==> src/rtl/router_reg.sv <==
// router_reg: 1x3 router datapath register block with header latch, full-stall hold byte and parity check
module router_reg (
  input  logic       clock,
  input  logic       resetn,
  input  logic       pkt_valid,
  input  logic [7:0] data_in,
  input  logic       fifo_full,
  input  logic       detect_add,
  input  logic       ld_state,
  input  logic       laf_state,
  input  logic       full_state,
  input  logic       lfd_state,
  input  logic       rst_int_reg,
  output logic       err,
  output logic       parity_done,
  output logic       low_packet_valid,
  output logic [7:0] dout
);
  logic [7:0] header_byte, full_hold_byte, internal_parity, packet_parity;
  always_ff @(posedge clock) begin
    if (resetn) begin
      dout             <= '0;
      err              <= 1'b0;
      parity_done      <= 1'b0;
      low_packet_valid <= 1'b0;
      header_byte      <= '0;
      full_hold_byte   <= '0;
      internal_parity  <= '0;
      packet_parity    <= '0;
    end else begin
      if (detect_add && pkt_valid && data_in[1:0] != 2'b11) header_byte <= data_in;
      if (lfd_state) dout <= header_byte;
      else if (ld_state && !fifo_full) dout <= data_in;
      else if (ld_state) full_hold_byte <= data_in;
      else if (laf_state) dout <= full_hold_byte;
      internal_parity <= detect_add ? 8'h00 :
                         lfd_state ? internal_parity ^ header_byte :
                         (ld_state && pkt_valid && !full_state) ? internal_parity ^ data_in :
                         internal_parity;
      packet_parity <= detect_add ? 8'h00 :
                       (ld_state && !pkt_valid && !fifo_full) ? data_in : packet_parity;
      parity_done <= detect_add ? 1'b0 :
                     ((ld_state && !fifo_full && !pkt_valid) ||
                      (laf_state && low_packet_valid && !parity_done)) ? 1'b1 : parity_done;
      low_packet_valid <= rst_int_reg ? 1'b0 : (ld_state && !pkt_valid) ? 1'b1 : low_packet_valid;
      err <= detect_add ? 1'b0 : parity_done ? (internal_parity != packet_parity) : err;
    end
  end
endmodule

==> config.mk <==
export PLATFORM = sky130hd
export DESIGN_NAME = router_reg
export DESIGN_NICKNAME = d
export VERILOG_FILES = /design/src/rtl/router_reg.sv
export SDC_FILE = /design/constraint.sdc
export NUM_CORES = 1
export LEC_CHECK = 0
export BUFFER_PORTS_ARGS = -buffer_cell sky130_fd_sc_hd__buf_2
export CORE_UTILIZATION = 35
export DETAILED_ROUTE_END_ITERATION = 6
export PLACE_DENSITY = 0.65
export SLEW_MARGIN = 20
export SYNTH_ARGS = -nofsm -noshare
export SYNTH_HDL_FRONTEND = slang
export SYNTH_SLANG_ARGS = --single-unit
==> constraint.sdc <==
create_clock -name clock -period 2.3 [get_ports clock]
set_input_delay 0.575 -clock clock [delete_from_list [all_inputs] [get_ports clock]]
set_output_delay 0.575 -clock clock [all_outputs]
set_load 0.02 [all_outputs]
==> key figures <==
Outcome
  • Outcome: completed

Pwr
  • Clock group share of total power: 32.2%
  • Sequential share of power: 55.4%
  • Pint: around 1.1 mW
  • Sw Share: 24.73%
  • Leak: ~0.99 nW
  • Worst vdd ir: between 0.2 and 0.3 mV
  • Comb pwr share: approximately an eighth
  • NetSw: 0.3486 mW
  • Pwr Density: roughly 650 nW/um^2

STA
  • Hold Vio Cnt, Final: 0
  • TNS Setup: 0 ns
  • Max Freq: roughly 580 MHz
  • Final Cycle Share: between 70% and 80%
  • Clock skew: 0.005791 ns
  • RSZ-0062 raised after global routing: no
  • Slew at the pin with the worst max-slew slack: between 0.5 and 0.6 ns
  • Tmin final: 1.733 ns
  • Setup violators final: 0
  • Pins Over Slew Limit: 0
  • Slew margin rel.: 61.44%

Synthesis
  • Mapped Area: between 1500 and 2000 sq um
  • Post-synth cell types: 30
  • Seq cells post-synth: 43
  • Syn. warnings: 0
  • Synthesized Nets: between 150 and 200
  • Gate Count Post-Synth: 177
  • Ranking of synthesized cells by area: dfxtp_1 45%, mux2i_1 13%, nor2_1 6.7%, mux2_4 5.5%, mux2_2 5.3%
  • Synth top area share: ~45%
  • Yosys top cell by area: dfxtp_1
  • Sequential area share after synthesis: a little under half
  • Avg Cell Area, Syn: ~11 sq um

Setup path
  • Max stage delay on crit path: about 0.31 ns
  • Cells on worst reg2reg path: 4
  • Reg2reg setup slack: 1.13 ns
  • Crit path max fanout: 8
  • CP cell instances: buf_2 > nor2b_4 > buf_4 > mux2_4 > mux2_2 > a22o_1
  • Required @ worst endpoint: about 2.5 ns
  • CP Capture Type: flop
  • FF-to-FF Start: internal_parity[7]
  • Critical path's top delay family: multiplexers
  • CP max stage cell: mux2_4
  • CP Class: in2reg
  • R2R Path End: err
  • CP Launch Type: input port
  • Crit path DAT: around 1.9 ns
  • Buf+Inv Stages, Crit Path: 2

Clock tree
  • Setup Fix Bufs, Post-CTS: 0
  • Post-CTS Hold Fix Bufs: 0
  • Clock transition at path regs: 0.08 ns
  • Total CTS buffers: 5
  • Max H-tree Level: 2
  • CTS tree: yes
  • Clock root cell: clkbuf_8
  • CTS resizes: 0
  • Clk buf depth: 2
  • Clock sinks: 43
  • Worst skew pair latency: 0.29 ns

Routing
  • Via count: 1335
  • Routed WL per cell: 13.72 um
  • DR pass1 iterations: 4
  • Vias/cell: 4.819
  • Routed WL: between 3 and 4 mm
  • Routed Antenna Nets: 0
  • DR DRC count: 0
  • DR iter-0 viols: 45

Finish
  • Fillcell total: approximately 490
  • Most frequent cells in the layout: 43 x dfxtp_1, 34 x nor2_1, 28 x buf_2
  • Post-layout nets: between 200 and 250
  • Leading cell type in the layout, fill and taps excluded: dfxtp_1
  • Share of cells above drive strength 1: 27.54%
  • Area delta synth->final: 14.31%
  • Post-layout util: 42.11%
  • Antenna Cells: 0

Min path
  • Hold Startpoint: rst_int_reg
  • Hold WC Path Type: in2reg
  • Worst Hold End: low_packet_valid
  • Hold depth: 2

Run
  • Max-cap violation count: 0

Placement
  • Input/output buffers: 28
  • Final GP Congestion: 0.6497
  • Dpl hpwl: 2.641 mm

Global routing
  • Total grt overflow: 0
  • Vias in the first global route: roughly 1200
  • Initial antenna violation count: 0
  • First-pass GRT wire length: 6.058 mm
  • Tot GR Track Use: 14.52%
  • Largest net degree at the start of global routing: 21

Floorplan
  • Die width: roughly 76 um
  • Core area: between 5000 and 6000 sq um
  • Die height: 75.79 um
  • Die ar.: around 5700 sq um
  • Row cnt: 26
  • IO Pins: 29
  • Starting Density: 36.84%
[sequential cells by signal (all words and copies together), names as in the netlist]
name	flops
low_packet_valid	1
err	1
parity_done	1
header_byte	8
packet_parity	8
full_hold_byte	8
dout	8
internal_parity	8
[cells in the mapped netlist (all sizes together)]
master  number
a31oi        1
mux2i       24
xor2        11
inv          1
dfxtp       43
nand3b       1
nor2        34
nand3        1
a22o         8
nand4        1
a21oi        1
nor3         2
xnor2        5
nor4bb       1
nor4         2
a211oi       1
nor2b        1
clkbuf       1
o21bai       1
or2          1
and2b        1
a22oi        8
buf          9
mux2        16
nand2        1
and2         1
[worst max-delay path by stage]
stage	from	to	slack, ns	cells after the start
after detailed placement	ld_state	dout[4]	0.27	6
final	ld_state	dout[4]	0.57	6
after global placement	ld_state	dout[0]	0.32	6
after floorplan	ld_state	dout[0]	0.61	5
after CTS	ld_state	dout[4]	0.58	6
after global routing	ld_state	dout[4]	0.50	6
[power groups by stage]
stage / Clock, mW / Combinational [mW] / Sequential (mW)
after global placement: 0 / 0.172 / 0.799
after global routing: 0.498 / 0.191 / 0.785
after detailed placement: 0 / 0.174 / 0.799
after floorplan: 0 / 0.115 / 0.805
final: 0.454 / 0.174 / 0.782
after CTS: 0.473 / 0.175 / 0.782
[metrics by stage]
stage               total power, mW  hold slack [ns]  setup WS (ns)  instance area [sq um]  instances
floorplan                    0.9194           0.4593         0.6133                   1906        177
global placement             0.9706           0.4568         0.3237                   2097        269
detailed placement           0.9729           0.4579         0.2725                   2097        269
CTS                           1.429           0.4395         0.5849                   2178        277
global route                  1.474           0.4553         0.5033                   2178        277
finish                        1.410           0.4474         0.5674                   2178        277
[cell families (layout without fill, tap and decap cells)]
kind of cell              count (synthesis)  in the layout  share of synthesized area [%]
AOI/OAI and AO/OA                        20             20                          8.208
xor gates and xnor gates                 16             16                          7.354
buffers and inverters                    11             41                          3.677
DFF                                      43             43                          45.17
muxes                                    40             40                          23.44
and+or+nand+nor                          47             47                          12.15
[metal layers]
metal / track usage [%] / share of wire (%)
met1: 18.80 / 49
met5: 0 / 0
met4: 6.173 / 0.89
met2: 23.01 / 46
met3: 3.571 / 3.7
[final cells by class]
cell class / instances / area [sq um] / share of cell area [%]
clock buffers: 7 / 76.32 / 3.504
clock inverters: 1 / 5.005 / 0.2298
inverters: 1 / 3.754 / 0.1723
multi-input cells: 123 / 974.7 / 44.74
flip-flops and latches: 43 / 860.8 / 39.52
well taps: 70 / 87.58 / 4.021
repair buffers: 32 / 170.2 / 7.812
Note: power is estimated with default switching activity, not from simulation.
